==> config.mk <==
export PLATFORM = sky130hd
export DESIGN_NAME = branch_cmp_pipe
export DESIGN_NICKNAME = d
export VERILOG_FILES = /design/src/rtl/branch_cmp_pipe.sv
export SDC_FILE = /design/constraint.sdc
export NUM_CORES = 1
export LEC_CHECK = 0
export BUFFER_PORTS_ARGS = -buffer_cell sky130_fd_sc_hd__buf_2
export CAP_MARGIN = 30
export CORE_ASPECT_RATIO = 0.5
export CORE_MARGIN = 8
export CORE_UTILIZATION = 28
export CTS_CLUSTER_DIAMETER = 150
export DETAILED_ROUTE_END_ITERATION = 8
export PLACE_DENSITY = 0.56
export SETUP_SLACK_MARGIN = 0.15
export SYNTH_ARGS = -nofsm -noshare
export SYNTH_HDL_FRONTEND = slang
export SYNTH_SLANG_ARGS = --single-unit
==> constraint.sdc <==
create_clock -name clk -period 2.85 [get_ports clk]
set_input_delay 0.4275 -clock clk [delete_from_list [all_inputs] [get_ports clk]]
set_output_delay 0.4275 -clock clk [all_outputs]
set_load 0.005 [all_outputs]
==> src/rtl/branch_cmp_pipe.sv <==
// Two-stage pipelined branch comparator with valid/ready handshake and flush.
// Optional performance counters are enabled by defining BRANCH_CMP_PERF_EN.
module branch_cmp_pipe #(
  parameter int WIDTH = 32,
  parameter int TAG_W = 5
) (
  input  logic             clk,
  input  logic             reset,
  input  logic             flush,
  input  logic             in_valid,
  output logic             in_ready,
  input  logic [3:0]       in_op,
  input  logic [WIDTH-1:0] in_d1,
  input  logic [WIDTH-1:0] in_d2,
  input  logic [TAG_W-1:0] in_tag,
  output logic             out_valid,
  input  logic             out_ready,
  output logic             out_taken,
  output logic [7:0]       out_flags,
  output logic             out_illegal,
  output logic [TAG_W-1:0] out_tag
`ifdef BRANCH_CMP_PERF_EN
  ,
  output logic [31:0]      perf_total,
  output logic [31:0]      perf_taken
`endif
);

  typedef enum logic [3:0] {
    OP_EQ  = 4'd0,
    OP_NE  = 4'd1,
    OP_LTZ = 4'd2,
    OP_LEZ = 4'd3,
    OP_GTZ = 4'd4,
    OP_GEZ = 4'd5,
    OP_LT  = 4'd6,
    OP_LTU = 4'd7,
    OP_GE  = 4'd8,
    OP_GEU = 4'd9
  } op_e;

  logic             s1_valid_r;
  logic [3:0]       s1_op_r;
  logic [WIDTH-1:0] s1_d1_r;
  logic [WIDTH-1:0] s1_d2_r;
  logic [TAG_W-1:0] s1_tag_r;

  logic             s2_valid_r;
  logic [7:0]       s2_flags_r;
  logic             s2_taken_r;
  logic             s2_illegal_r;
  logic [TAG_W-1:0] s2_tag_r;

  logic s2_free_s;
  logic s1_adv_s;
  logic accept_s;
  logic eq_s, ltz_s, a_zero_s, lt_s, ltu_s;
  logic [7:0] flags_s;
  logic taken_s;
  logic illegal_s;

  assign s2_free_s = !s2_valid_r || out_ready;
  assign s1_adv_s  = s1_valid_r && s2_free_s;
  // Flush and reset both block acceptance; flush wins over any handshake.
  assign in_ready  = reset && !flush && (!s1_valid_r || s2_free_s);
  assign accept_s  = in_valid && in_ready;

  // Native signed/unsigned compares keep the decision inside WIDTH bits.
  assign eq_s     = (s1_d1_r == s1_d2_r);
  assign ltz_s    = s1_d1_r[WIDTH-1];
  assign a_zero_s = (s1_d1_r == {WIDTH{1'b0}});
  assign lt_s     = ($signed(s1_d1_r) < $signed(s1_d2_r));
  assign ltu_s    = (s1_d1_r < s1_d2_r);

  // Flag vector and opcode-selected branch condition from the S1 registers.
  always_comb begin
    flags_s   = 8'h00;
    taken_s   = 1'b0;
    illegal_s = 1'b0;
    flags_s   = {!ltu_s, ltu_s, lt_s, !ltz_s, (!ltz_s && !a_zero_s),
                 (ltz_s || a_zero_s), ltz_s, eq_s};
    case (s1_op_r)
      OP_EQ:   taken_s = flags_s[0];
      OP_NE:   taken_s = !flags_s[0];
      OP_LTZ:  taken_s = flags_s[1];
      OP_LEZ:  taken_s = flags_s[2];
      OP_GTZ:  taken_s = flags_s[3];
      OP_GEZ:  taken_s = flags_s[4];
      OP_LT:   taken_s = flags_s[5];
      OP_LTU:  taken_s = flags_s[6];
      OP_GE:   taken_s = !flags_s[5];
      OP_GEU:  taken_s = flags_s[7];
      default: illegal_s = 1'b1;
    endcase
  end

  // S1 operand register: a new accept may overwrite an entry leaving this cycle.
  always_ff @(posedge clk) begin
    if (!reset) begin
      s1_valid_r <= 1'b0;
      s1_op_r    <= 4'd0;
      s1_d1_r    <= {WIDTH{1'b0}};
      s1_d2_r    <= {WIDTH{1'b0}};
      s1_tag_r   <= {TAG_W{1'b0}};
    end else if (flush) begin
      s1_valid_r <= 1'b0;
    end else if (accept_s) begin
      s1_valid_r <= 1'b1;
      s1_op_r    <= in_op;
      s1_d1_r    <= in_d1;
      s1_d2_r    <= in_d2;
      s1_tag_r   <= in_tag;
    end else if (s1_adv_s) begin
      s1_valid_r <= 1'b0;
    end else begin
      s1_valid_r <= s1_valid_r;
    end
  end

  // S2 result register drives all outputs and holds while stalled.
  always_ff @(posedge clk) begin
    if (!reset) begin
      s2_valid_r   <= 1'b0;
      s2_flags_r   <= 8'h00;
      s2_taken_r   <= 1'b0;
      s2_illegal_r <= 1'b0;
      s2_tag_r     <= {TAG_W{1'b0}};
    end else if (flush) begin
      s2_valid_r <= 1'b0;
    end else if (s1_adv_s) begin
      s2_valid_r   <= 1'b1;
      s2_flags_r   <= flags_s;
      s2_taken_r   <= taken_s && !illegal_s;
      s2_illegal_r <= illegal_s;
      s2_tag_r     <= s1_tag_r;
    end else if (out_ready) begin
      s2_valid_r <= 1'b0;
    end else begin
      s2_valid_r <= s2_valid_r;
    end
  end

  assign out_valid   = s2_valid_r;
  assign out_taken   = s2_taken_r;
  assign out_flags   = s2_flags_r;
  assign out_illegal = s2_illegal_r;
  assign out_tag     = s2_tag_r;

`ifdef BRANCH_CMP_PERF_EN
  logic [31:0] perf_total_r;
  logic [31:0] perf_taken_r;

  // Saturating handshake counters; a flush cycle never counts as a handshake.
  always_ff @(posedge clk) begin
    if (!reset) begin
      perf_total_r <= 32'd0;
      perf_taken_r <= 32'd0;
    end else if (!flush && s2_valid_r && out_ready) begin
      if (perf_total_r != 32'hFFFF_FFFF) begin
        perf_total_r <= perf_total_r + 32'd1;
      end
      if (s2_taken_r && (perf_taken_r != 32'hFFFF_FFFF)) begin
        perf_taken_r <= perf_taken_r + 32'd1;
      end
    end else begin
      perf_total_r <= perf_total_r;
      perf_taken_r <= perf_taken_r;
    end
  end

  assign perf_total = perf_total_r;
  assign perf_taken = perf_taken_r;
`endif

endmodule
# After elaboration in Yosys (flattened, before gate mapping)
# Index checks and enable logic that the tools add are counted.
dict set report word_totals {
  in_bits 78
  elab_cells 55
  reg_bits 90
  output_inout_bits 17
}
dict set report classes {
  muxes 6
  n_bitwise 2
  magnitude_cmp 2
  n_eq_ne 10
  n_reduce_logical 25
}
# operator n
set ops {}
lappend ops {{$lt A32 B32 Y1} 2}
lappend ops {{$eq A32 B32 Y1} 1}
lappend ops {{$logic_not A32 Y1} 1}
lappend ops {{$eq A4 B3 Y1 const B} 4}
lappend ops {{$pmux W1 S10} 1}
lappend ops {{$reduce_or A10 Y1} 1}
lappend ops {{$eq A4 B2 Y1 const B} 2}
lappend ops {{$eq A4 B4 Y1 const B} 2}
lappend ops {{$logic_not A1 Y1} 8}
lappend ops {{$logic_and A1 B1 Y1} 6}
lappend ops {{$mux W1} 5}
lappend ops {{$eq A4 B1 Y1 const B} 1}
lappend ops {{$logic_not A4 Y1} 1}
lappend ops {{$reduce_and A2 Y1} 2}
lappend ops {{$reduce_bool A2 Y1} 2}
lappend ops {{$logic_or A1 B1 Y1} 3}
lappend ops {{$not A1 Y1} 2}
lappend ops {{$reduce_or A2 Y1} 1}

# Logic depth before layout (Yosys ltp)
dict set report logic_depth {
  word_depth 6
  ltp_mapped 9
  depth_no_buf 9
}

# Worst setup path after synthesis
# No wires, ideal clock.
dict set report synth_path {
  path_type {register to register}
  from {register s1_d2_r[1]}
  to {register s2_taken_r, in the netlist out_taken}
  setup_time_ps 74
  stages_incl_launch_ff 10
  path_buffers 0
  synth_period_minus_slack_ps 2117
  required_ps 2776
  arrival_ps 2043
  path_slack_ps 733
  cell_sequence {dfxtp_1 inv_1 ha_1 nor2b_4 o211ai_2 a21oi_1 o41a_1 o21a_1 or3_1 a31oi_1}
}
dict set report synth_between {
  elab_chain_cells 4
  word_cells_on_any_way 8
  classes_between {order compare (2); eq/ne (1); mux (1); reduce/logical (4)}
}
# item line_no
set synth_rtl {}
lappend synth_rtl {{from (decl)} 45} ;# logic [WIDTH-1:0] s1_d2_r;
lappend synth_rtl {{from (signal assigned)} 103} ;# s1_d2_r <= {WIDTH{1'b0}};
lappend synth_rtl {{from (signal assigned)} 111} ;# s1_d2_r <= in_d2;
lappend synth_rtl {{$lt A32 B32 Y1 (tied with other cells)} 73} ;# assign ltu_s = (s1_d1_r < s1_d2_r);
lappend synth_rtl {{$logic_not A1 Y1, on equally long branches} {80, 84, 91}}
lappend synth_rtl {{$pmux W1 S10 (*)} 82} ;# case (s1_op_r)
lappend synth_rtl {{$logic_and A1 B1 Y1 (*)} 133} ;# s2_taken_r <= taken_s && !illegal_s;
lappend synth_rtl {{to (signal assigned)} 133}
lappend synth_rtl {{to (decl)} 50} ;# logic s2_taken_r;
# Mark *: on every way between the ends. The rest lies on a longest branch, timed or not.
# A chain may end at the register's enable or synchronous reset.

# Worst setup path after layout
dict set report layout_path {
  from {register s1_d2_r[31]}
  to {register s2_taken_r, in the netlist out_taken}
}
# The elaborated chain is that of the path after synthesis.

==> results by group <==
Status
  – Status: complete, no violations

Cells and area
  – Most common cell after layout, fill and taps aside: nand2_1
  – Ant diodes: 0
  – Commonest cells after routing, fill and taps aside: nand2_1, buf_2, dfxtp_1, a21boi_0, inv_1
  – Layout cells sized above 1: 18.8%
  – Finished Layout Cells: 827
  – Finished Core Util: 34.6%
  – Synth-to-layout area growth: 22.0%
  – Final Cell Area: 0.00526 mm^2
  – Nets: 730

Power
  – PwrDens: 530 mW/mm^2
  – Switch share: 24.0%
  – Worst ir drop on vdd: 0.000264 V
  – Combinational power share: 11.7%
  – Clock share of power: 40.7%
  – Seq pwr share: 47.6%
  – Psw: 669 uW
  – Internal Power: 2120 uW
  – Pleak: 0.00208 uW

Drt
  – Total Routed Length: 11.1 mm
  – Initial DRC Count: 197
  – Drt drc: 0
  – Routed len/inst: 13.5 um
  – Via/cell ratio: 4.51
  – Pre-antenna DRT Iters: 4
  – Routed Antenna Nets: 0
  – Vias: 3729

Global route
  – Grt ovf: 0
  – Total track usage: 11.3%
  – Antenna violations before repair: 2
  – First-pass GRT wire length: 18.4 mm
  – Vias in the first global route: 3703
  – Largest net degree at the start of global routing: 89

Clock tree
  – Post-CTS Setup Repair Bufs: 0
  – Post-CTS Resized: 0
  – Root Buffer: clkbuf_16
  – Clk_lat worst skew: 0.34 ns
  – CTS H-tree depth: 3
  – CTS Buf Count: 9
  – Cts hold-fix bufs: 0
  – CTS Sinks: 90
  – Clock transition at path regs: 0.06 ns
  – Max clock buf depth: 2
  – CTS tree: built

Placed design
  – IO buf count: 94
  – Post-Place Cells: 813
  – GPL Wtd Cong: 0.827
  – Post-DP HPWL: 8.26 mm
  – Placed Area: 0.00498 mm^2

Synthesis
  – Post-synth top area share: 41.8%
  – Ys Warns: 0
  – Sequential fraction of the synthesis area: 41.8%
  – Netlist Area Pre-Place: 0.00431 mm^2
  – Seq cells post-synth: 90
  – Synth area leaders: dfxtp_1, nand2_1, a21boi_0
  – Synth Net Count: 649
  – Syn avg cell area: 7.99 um^2
  – Leading area contributor after synthesis: dfxtp_1
  – Syn Inst Count: 539
  – Unique masters post-synth: 35

Critical path
  – Nature of the critical path endpoint: flop
  – Crit path arrival time: 2.66 ns
  – CP max FO: 5
  – CP startpoint kind: flop
  – CP required: 3.11 ns
  – Critical path class: reg2reg

STA
  – Tmin final: 2.40 ns
  – RSZ-0062 raised after global routing: no
  – Post-route setup TNS: 0 ns
  – Final Max Slew Viols: 0
  – Max Fclk: 416 MHz
  – Hold Fails Final Rpt: 0
  – Crit share post-route: 84.3%
  – # setup viols final: 0
  – Hold_ws: 0.335 ns
  – Setup Skew: 0.00853 ns
  – Max transition margin: 51.0%
  – Worst slew pin tran: 0.735 ns

Floorplanning
  – Row count: 32
  – Die height: 104 um
  – Starting Density: 28.3%
  – I/O Pins: 95
  – Die X: 191 um
  – Die area: 0.0199 mm^2
  – Core Area: 0.0152 mm^2

Worst hold path
  – Worst hold path class: in2reg

Flow run
  – Max_cap viols: 0
power by group through the flow:
| stage | logic (uW) | clock network [uW] | registers (uW) |
|---|---|---|---|
| after CTS | 332 | 1170 | 1320 |
| after global routing | 373 | 1230 | 1330 |
| after global placement | 323 | 0 | 1350 |
| after floorplan | 207 | 0 | 1340 |
| after detailed placement | 330 | 0 | 1350 |
| final | 326 | 1130 | 1320 |
cell type report:
| cell class | instances | area [um^2] |
|---|---|---|
| Sequential cell | 90 | 1800 |
| Tap cell | 204 | 255 |
| Timing Repair Buffer | 99 | 533 |
| Clock buffer | 11 | 233 |
| Clock inverter | 3 | 42.5 |
| Inverter | 34 | 128 |
| Multi-Input combinational cell | 386 | 2270 |
| Fill cell | 1627 | 9960 |
Yosys cell counts, drive strengths merged:
cell     count
nand3        4
a221oi       1
nor3         5
nor2        12
nand2      171
o41a         2
nor4        10
mux2i        1
or3b         1
nor2b        4
buf          8
a31oi        3
or3          3
nor3b        2
o211ai       2
a21oi       17
nor4b        1
and2         3
o21ai       11
o21a         2
nand4       10
nand2b       1
a21o         2
o2bb2ai      1
a21boi      82
inv         34
ha          32
dfxtp       90
clkbuf      21
and3         2
nand3b       1
final timing paths:
path	end	start	slack, ns	cells past startpoint
max reg2reg	out_taken	s1_d2_r[31]	0.45	9
min reg2reg	out_tag[1]	out_tag[1]	0.46	2
min	s1_d2_r[22]	in_d2[22]	0.33	3
max	out_taken	s1_d2_r[31]	0.45	9
metal layers:
layer | track usage [%] | part of all wire, %
met1 | 14.6 | 50
met2 | 18.2 | 45
met3 | 3.31 | 3.5
met4 | 3.11 | 1.1
met5 | 0 | 0.23
worst max-delay path, stage by stage, from the launching register on:
cell and delay, ns:
dfxtp_1 0.34, inv_1 0.05, ha_1 0.34, nand4_1 0.21, nor4_1 0.36, nand3_1 0.23
o41a_1 0.36, a31oi_1 0.21, nor2_1 0.07, a31oi_1 0.16
per-stage QoR:
step           setup slack [ns]  power [uW]
2_1_floorplan             0.733        1550
3_3_place_gp              0.426        1670
3_5_place_dp              0.461        1680
4_1_cts                   0.433        2830
5_1_grt                   0.220        2940
6_report                  0.448        2780
kinds of logic after synthesis:
logic type      share of synthesized area, %
compound gates                          20.1
fa+ha+maj                               9.29
buf+inv                                 5.69
flops                                   41.8
mux                                    0.232
simple gates                            22.9
state kept, by name (all words and copies together), names as in the netlist:
signal / cells
out_valid: 1
s1_valid_r: 1
s1_tag_r: 5
out_taken: 1
out_flags: 8
s1_op_r: 4
out_tag: 5
s1_d1_r: 32
out_illegal: 1
s1_d2_r: 32
No activity file was read; power rests on OpenSTA's default activity.
